===== config.mk =====
export PLATFORM = sky130hd
export DESIGN_NAME = dkong3_rom_loader
export DESIGN_NICKNAME = d
export VERILOG_FILES = /design/src/rtl/dkong3_rom_loader.sv
export SDC_FILE = /design/constraint.sdc
export NUM_CORES = 1
export LEC_CHECK = 0
export BUFFER_PORTS_ARGS = -buffer_cell sky130_fd_sc_hd__buf_2
export CORE_MARGIN = 4
export CORE_UTILIZATION = 40
export DETAILED_ROUTE_END_ITERATION = 7
export PLACE_DENSITY = 0.68
export SLEW_MARGIN = 40
export SYNTH_ARGS = -nofsm -noshare
export SYNTH_HDL_FRONTEND = slang
export SYNTH_SLANG_ARGS = --single-unit

===== constraint.sdc =====
create_clock -name I_CLK_24M -period 1.9 [get_ports I_CLK_24M]
set_input_delay 0.19 -clock I_CLK_24M [delete_from_list [all_inputs] [get_ports I_CLK_24M]]
set_output_delay 0.19 -clock I_CLK_24M [all_outputs]
set_load 0.03 [all_outputs]

===== src/rtl/dkong3_rom_loader.sv =====
// -----------------------------------------------------------------------------
// dkong3_rom_loader
//
// Write-side master of the ROM/PROM download bus. Takes 32-bit words from the
// host bridge data-slot FIFO over a valid/ready handshake. Each word is split
// into bytes, most significant byte first. Every byte produces one O_DN_WR
// strobe, at sequential byte addresses 0..TOTAL_BYTES-1. After each strobe the
// loader idles for WR_GAP cycles, with address and data held.
//
// Parameters
//   TOTAL_BYTES   bytes to download (1..131072, any value, not only x4)
//   WR_GAP        idle cycles after each write strobe (1..15)
//
// Ports
//   I_CLK_24M     in   1   system clock, rising edge
//   I_RESETn      in   1   asynchronous active-low reset
//   I_START       in   1   single-cycle start request (honoured in IDLE/DONE)
//   I_WORD        in   32  download word, bits 31:24 are sent first
//   I_WORD_VALID  in   1   I_WORD is valid
//   O_WORD_READY  out  1   word accepted when VALID & READY on the same edge
//   O_DN_ADDR     out  17  download byte address
//   O_DN_DATA     out  8   download byte
//   O_DN_WR       out  1   one-cycle write strobe
//   O_BUSY        out  1   download in progress
//   O_DONE        out  1   all bytes written; held until the next start
// -----------------------------------------------------------------------------
module dkong3_rom_loader #(
    parameter int TOTAL_BYTES = 98304,
    parameter int WR_GAP      = 3
) (
    input  logic        I_CLK_24M,
    input  logic        I_RESETn,
    input  logic        I_START,
    input  logic [31:0] I_WORD,
    input  logic        I_WORD_VALID,
    output logic        O_WORD_READY,
    output logic [16:0] O_DN_ADDR,
    output logic [7:0]  O_DN_DATA,
    output logic        O_DN_WR,
    output logic        O_BUSY,
    output logic        O_DONE
);

    typedef enum logic [2:0] {
        S_IDLE,
        S_WAIT_WORD,
        S_EMIT,
        S_GAP,
        S_DONE
    } state_t;

    // The counter is 18 bits wide, so that a full 131072-byte image can reach its end count.
    localparam logic [17:0] TOTAL_CNT = 18'(TOTAL_BYTES);
    localparam logic [3:0]  GAP_LAST  = 4'(WR_GAP - 1);

    state_t      state_q, state_d;
    logic [17:0] cnt_q,   cnt_d;
    logic [1:0]  idx_q,   idx_d;
    logic [31:0] word_q,  word_d;
    logic [3:0]  gap_q,   gap_d;
    logic        ready_q, ready_d;
    logic [16:0] addr_q,  addr_d;
    logic [7:0]  data_q,  data_d;
    logic        wr_q,    wr_d;
    logic        busy_q,  busy_d;
    logic        done_q,  done_d;

    logic        transfer;
    logic [7:0]  word_bytes [4];

    // Byte lanes of the latched word. Lane 3 is bits 31:24.
    for (genvar gi = 0; gi < 4; gi++) begin : g_lane
        assign word_bytes[gi] = word_q[8*gi +: 8];
    end

    assign transfer = (state_q == S_WAIT_WORD) && ready_q && I_WORD_VALID;

    always_ff @(posedge I_CLK_24M or negedge I_RESETn) begin
        if (!I_RESETn) begin
            state_q <= S_IDLE;
            cnt_q   <= '0;
            idx_q   <= '0;
            word_q  <= '0;
            gap_q   <= '0;
            ready_q <= 1'b0;
            addr_q  <= '0;
            data_q  <= '0;
            wr_q    <= 1'b0;
            busy_q  <= 1'b0;
            done_q  <= 1'b0;
        end else begin
            state_q <= state_d;
            cnt_q   <= cnt_d;
            idx_q   <= idx_d;
            word_q  <= word_d;
            gap_q   <= gap_d;
            ready_q <= ready_d;
            addr_q  <= addr_d;
            data_q  <= data_d;
            wr_q    <= wr_d;
            busy_q  <= busy_d;
            done_q  <= done_d;
        end
    end

    always_comb begin
        state_d = state_q;
        cnt_d   = cnt_q;
        idx_d   = idx_q;
        word_d  = word_q;
        gap_d   = gap_q;
        ready_d = 1'b0;
        addr_d  = addr_q;
        data_d  = data_q;
        wr_d    = 1'b0;
        busy_d  = busy_q;
        done_d  = done_q;

        case (state_q)
            S_IDLE, S_DONE: begin
                if (I_START) begin
                    cnt_d   = '0;
                    idx_d   = '0;
                    done_d  = 1'b0;
                    busy_d  = 1'b1;
                    state_d = S_WAIT_WORD;
                end
            end
            S_WAIT_WORD: begin
                // READY is registered from the state. It rises one cycle after
                // the loader enters WAIT_WORD. It falls on the edge that accepts a word.
                ready_d = 1'b1;
                if (transfer) begin
                    word_d  = I_WORD;
                    idx_d   = '0;
                    ready_d = 1'b0;
                    state_d = S_EMIT;
                end
            end
            S_EMIT: begin
                addr_d  = cnt_q[16:0];
                data_d  = word_bytes[~idx_q];   // ~idx is 3-idx for 2 bits
                wr_d    = 1'b1;
                cnt_d   = cnt_q + 18'd1;
                gap_d   = GAP_LAST;
                state_d = S_GAP;
            end
            S_GAP: begin
                if (gap_q != 4'd0) begin
                    gap_d = gap_q - 4'd1;
                end else if (cnt_q == TOTAL_CNT) begin
                    // Bytes of the current word that are not yet sent are dropped.
                    busy_d  = 1'b0;
                    done_d  = 1'b1;
                    state_d = S_DONE;
                end else if (idx_q == 2'd3) begin
                    state_d = S_WAIT_WORD;
                end else begin
                    idx_d   = idx_q + 2'd1;
                    state_d = S_EMIT;
                end
            end
            default: begin
                state_d = S_IDLE;
            end
        endcase
    end

    assign O_WORD_READY = ready_q;
    assign O_DN_ADDR    = addr_q;
    assign O_DN_DATA    = data_q;
    assign O_DN_WR      = wr_q;
    assign O_BUSY       = busy_q;
    assign O_DONE       = done_q;

endmodule


* After elaboration in Yosys (flattened, before gate mapping) *
Cells that the tools add are included.

storage, ports and cells
  register bits = 88
  input bits = 36
  output and inout port bits = 29

cells by class
  $add $sub $neg = 3
  order comparisons = 1
  equality and inequality tests = 13
  muxes and demuxes = 30
  bitwise logic cells = 2
  reduce and logical (&&, ||, !) cells = 15

operators with widths
  operator                 count
  $pmux W18 S2             1
  $add A18 B1 Y18 const B  1
  $eq A18 B17 Y1 const B   1
  $mux W18                 1
  $bmux W8 S2              1
  $mux W8                  2
  $ne A2 B2 Y1 const B     7
  $mux W2                  6
  $mux W3                  4
  $pmux W3 S4              1
  $mux W1                  9
  $pmux W4 S2              1
  $eq A3 B2 Y1 const B     2
  $pmux W2 S3              1
  $reduce_and A2 Y1        3
  $reduce_and A6 Y1        1
  $reduce_bool A2 Y1       3
  $mux W4                  1
  $pmux W1 S2              2
  $reduce_and A4 Y1        1
  $reduce_bool A4 Y1       1
  $sub A4 B1 Y4 const B    1
  $eq A3 B1 Y1 const B     1
  $eq A3 B3 Y1 const B     1
  10 further kinds         11

* Longest topological paths before layout *
  depth after elaboration = 5
  depth in mapped cells = 8
  mapped depth without buffers = 6

* Worst setup path before layout *
Ideal clock, no wire load.

  path kind = reg-to-reg
  start point = register cnt_q[0]
  end point = register idx_q[1]
  setup time = 82 ps
  arrival = 1801 ps
  setup slack = 17 ps
  stages on the path, launching flop included = 7
  period minus slack after synthesis = 1883 ps
  cells stage by stage = dfrtp_1 > inv_1 > ha_1 > or3b_2 > or4_4 > and3_4 > o22ai_1

between the ends
  cells in the longest elaborated chain, start to end = 3

ends and longest elaborated chain
  what                         line  text
  from (decl)                  57    logic [17:0] cnt_q, cnt_d;
  from (signal assigned)       93    cnt_q <= cnt_d;
  $eq A18 B17 Y1               151   end else if (cnt_q == TOTAL_CNT) begin
  $ne A2 B2 Y1 (no line)       n/a
  $reduce_and A6 Y1 (no line)  n/a
  to (signal assigned)         94    idx_q <= idx_d;
  to (decl)                    58    logic [1:0] idx_q, idx_d;

No other way between the ends.
A chain may end at the register's enable or synchronous reset.

* Worst setup path in the final report *
  start point = register cnt_q[4]
  end point = register idx_q[0]

Same word-level chain as after synthesis.

==> run_results.csv <==
group,metric,value,unit
pwr,p_sw,2.71,mW
cells_and_area,final_common_cell,"nand2_1",
logic_synthesis,synth_top_flop_cell,"dfrtp_1",
global_routing,antenna_found_initial,0,
logic_synthesis,netlist_instances,354,
timing,rsz0062_at_grt,"true",
routing,drc,0,
routing,ant_nets,0,
pwr,clockPowerShare,19.6,%
timing,finalSetupViolations,0,
global_routing,grt_start_max_net_pins,35,
pwr,p_comb_share,40.7,%
logic_synthesis,synth_top_family_by_area,"simple AND/OR/NAND/NOR gates",
status,run_status,"finished clean",
logic_synthesis,synthAdderAreaFrac,1.60,%
routing,wl_per_cell,14.9,um
logic_synthesis,synthArstFlopShare,100,%
routing,vias,2935,
cts,numClockSinks,88,
global_routing,track_usage,16.5,%
setup_path,arrival,2.16,ns
logic_synthesis,synth.distinct_cells,40,
cts,cts_root_buf,"clkbuf_8",
logic_synthesis,synth_xor_area_share,0.673,%
setup_path,worstSetupPathType,"reg2reg",
timing,min_period,1.89,ns
logic_synthesis,netlist_area,3910,um^2
floorplan,rows,35,
pwr,p_sw_share,37.0,%
floorplan,die_h,107,um
cells_and_area,final_util,52.1,%
timing,tightest_slew,0.469,ns
pwr,peakVddDrop,0.000725,V
cells_and_area,antennaDiodeCount,0,
place,place.gp.congestion,0.866,
floorplan,pin_count,65,
floorplan,fp.coreArea,9370,um^2
cells_and_area,fin_area,4880,um^2
timing,timing_hold_violations_final,0,
hold_path,hp-class,"in2reg",
logic_synthesis,avgSynthCellArea,11.0,um^2
routing,drtIter0Drc,105,
logic_synthesis,synth_simple_gate_area_share,17.0,%
pwr,powerDensity,1500,nW/um^2
place,portBuffers,64,
job,drv_cap,0,
timing,finalCritPeriodShare,99.7,%
logic_synthesis,synth-seq-cells,88,
floorplan,dieArea,11400,um^2
place,placed_area,4580,um^2
logic_synthesis,yosys_warnings,0,
timing,skew,0.0164,ns
floorplan,die_w,107,um
logic_synthesis,syn_nets,395,
cts,cts_tree,"yes",
setup_path,end_kind,"register",
cells_and_area,drive_above_1_share,37.0,%
setup_path,cp-start-kind,"register",
cells_and_area,area_growth_syn_to_layout,24.9,%
cts,clock_latency,0.36,ns
pwr,p_leak,2.40,nW
routing,wl,8.68,mm
cts,clk_pin_slew,0.09,ns
logic_synthesis,synthMuxAreaShare,15.1,%
global_routing,overflow,0,
cts,cts_buffers,9,
place,dpl.hpwl,6.21,mm
pwr,p_int,4.63,mW
timing,tns,0,ns
setup_path,cp_max_fo,4,
timing,hold_ws,0.0459,ns
logic_synthesis,synth_edf_count,0,
cells_and_area,layout.nets,490,
routing,via_per_inst,5.03,
cts,cts_buffer_depth,2,
timing,fmax,528,MHz
cts,htree_levels,3,
setup_path,cp.required,2.17,ns
floorplan,initial_utilization,41.7,%
global_routing,grt_pass1_vias,3198,
timing,slew-limit-headroom,68.8,%
routing,drt-pass1-iter-count,4,
cells_and_area,final_cell_mix,"nand2_1 (89), dfrtp_1 (87), buf_2 (63)",
logic_synthesis,synth_compound_area_share,6.09,%
pwr,seqPwrFrac,39.6,%
logic_synthesis,seq_area_frac_synth,56.4,%
cells_and_area,fill_cells,886,
global_routing,grt_pass1_wl,15.1,mm
timing,slew_viol_final,0,
==> state kept, by name, summed over array words and instances, names as in the netlist <==
register and cells:
cnt_q 18, O_DONE 1, O_BUSY 1, O_DN_DATA 8, gap_q 4, O_DN_WR 1, word_q 32, state_q 3
idx_q 2, O_WORD_READY 1, O_DN_ADDR 17
==> synthesized netlist by cell type, types with 3 or more instances <==
library cell	instances	area share, %
mux2i_1	5	1.3
inv_1	9	0.86
clkbuf_1	5	0.48
nand3_1	14	1.8
ha_1	5	1.6
dfrtp_1	88	56
nand2_1	89	8.6
a21oi_1	4	0.51
o31ai_1	3	0.58
buf_2	9	1.2
a31oi_1	4	0.64
nor2_1	16	1.5
o21ai_0	19	2.4
nor4_1	4	0.64
mux4_2	8	4.6
nor3_1	6	0.77
mux2_2	30	8.6
nand4_1	5	0.80
==> worst max-delay path, stage by stage, from the launching register on <==
cell and delay, ns:
dfrtp_2 0.45, nor4_2 0.29, nand3_1 0.15, or4_4 0.56
and3_4 0.21, mux2i_1 0.15
==> power by group through the flow <==
stage	sequential [mW]	clock (mW)	combinational, mW
after floorplan	3.19	0	1.68
after global placement	2.91	0	2.80
after detailed placement	2.95	0	2.89
after CTS	2.92	1.48	2.96
after global routing	3.00	1.57	3.32
final	2.91	1.44	2.99
==> path summary, 6_finish.rpt <==
kind | slack (ns) | depth (start not counted) | startpoint | to
setup / recovery | 0.006 | 5 | cnt_q[4] | idx_q[0]
hold / removal | 0.05 | 2 | I_WORD[6] | word_q[6]
setup reg to reg | 0.006 | 5 | cnt_q[4] | idx_q[0]
hold reg to reg | 0.47 | 2 | O_DN_ADDR[11] | O_DN_ADDR[11]
max in group asynchronous | 0.99 | 3 | I_RESETn | state_q[2]
min in group asynchronous | 0.32 | 2 | I_RESETn | O_DN_ADDR[0]
==> metal layers <==
layer	share of wire, %	wire length (um)	track usage, %	up-vias
li1	-	-	-	1411
met1	41	3560	19.3	1424
met2	50	4360	28.2	83
met3	7.2	622	6.02	17
met4	1.6	142	5.39	0
met5	0	0	0	-
==> stage by stage <==
step | power [mW] | setup slack (ns) | cells
2_1_floorplan | 4.87 | 0.0171 | 354
3_3_place_gp | 5.71 | 0.0154 | 560
3_5_place_dp | 5.84 | -0.0201 | 560
4_1_cts | 7.35 | -0.0356 | 580
5_1_grt | 7.90 | -0.0515 | 583
6_report | 7.34 | 0.00599 | 583
==> area by class of cell <==
type / count / area [um^2] / share of cell area [%]
Clock buffer: 9 / 124 / 2.54
Sequential cell: 88 / 2200 / 45.2
Tap cell: 129 / 161 / 3.31
Multi-Input combinational cell: 239 / 1610 / 33.0
Clock inverter: 7 / 98.8 / 2.03
Timing Repair Buffer: 102 / 648 / 13.3
Inverter: 9 / 33.8 / 0.692
==> cells by family after synthesis <==
family                   after synthesis
XOR/XNOR                               3
adder cells (fa/ha/maj)                5
multiplexers                          45
buffers and inverters                 27
flip-flops                            88
AO/OA/AOI/OAI                         39
AND/OR/NAND/NOR                      147
==> repair_timing <==
item / CTS / global route
pin swaps: 3 / 3
resized for setup: 5 / 4
setup buffers: 3 / 3
setup endpoints to repair: 2 / 8
endpoints found under the hold margin: 31 / 0
hold buffers: 1 / 0
(Power assumes the default switching activity.)
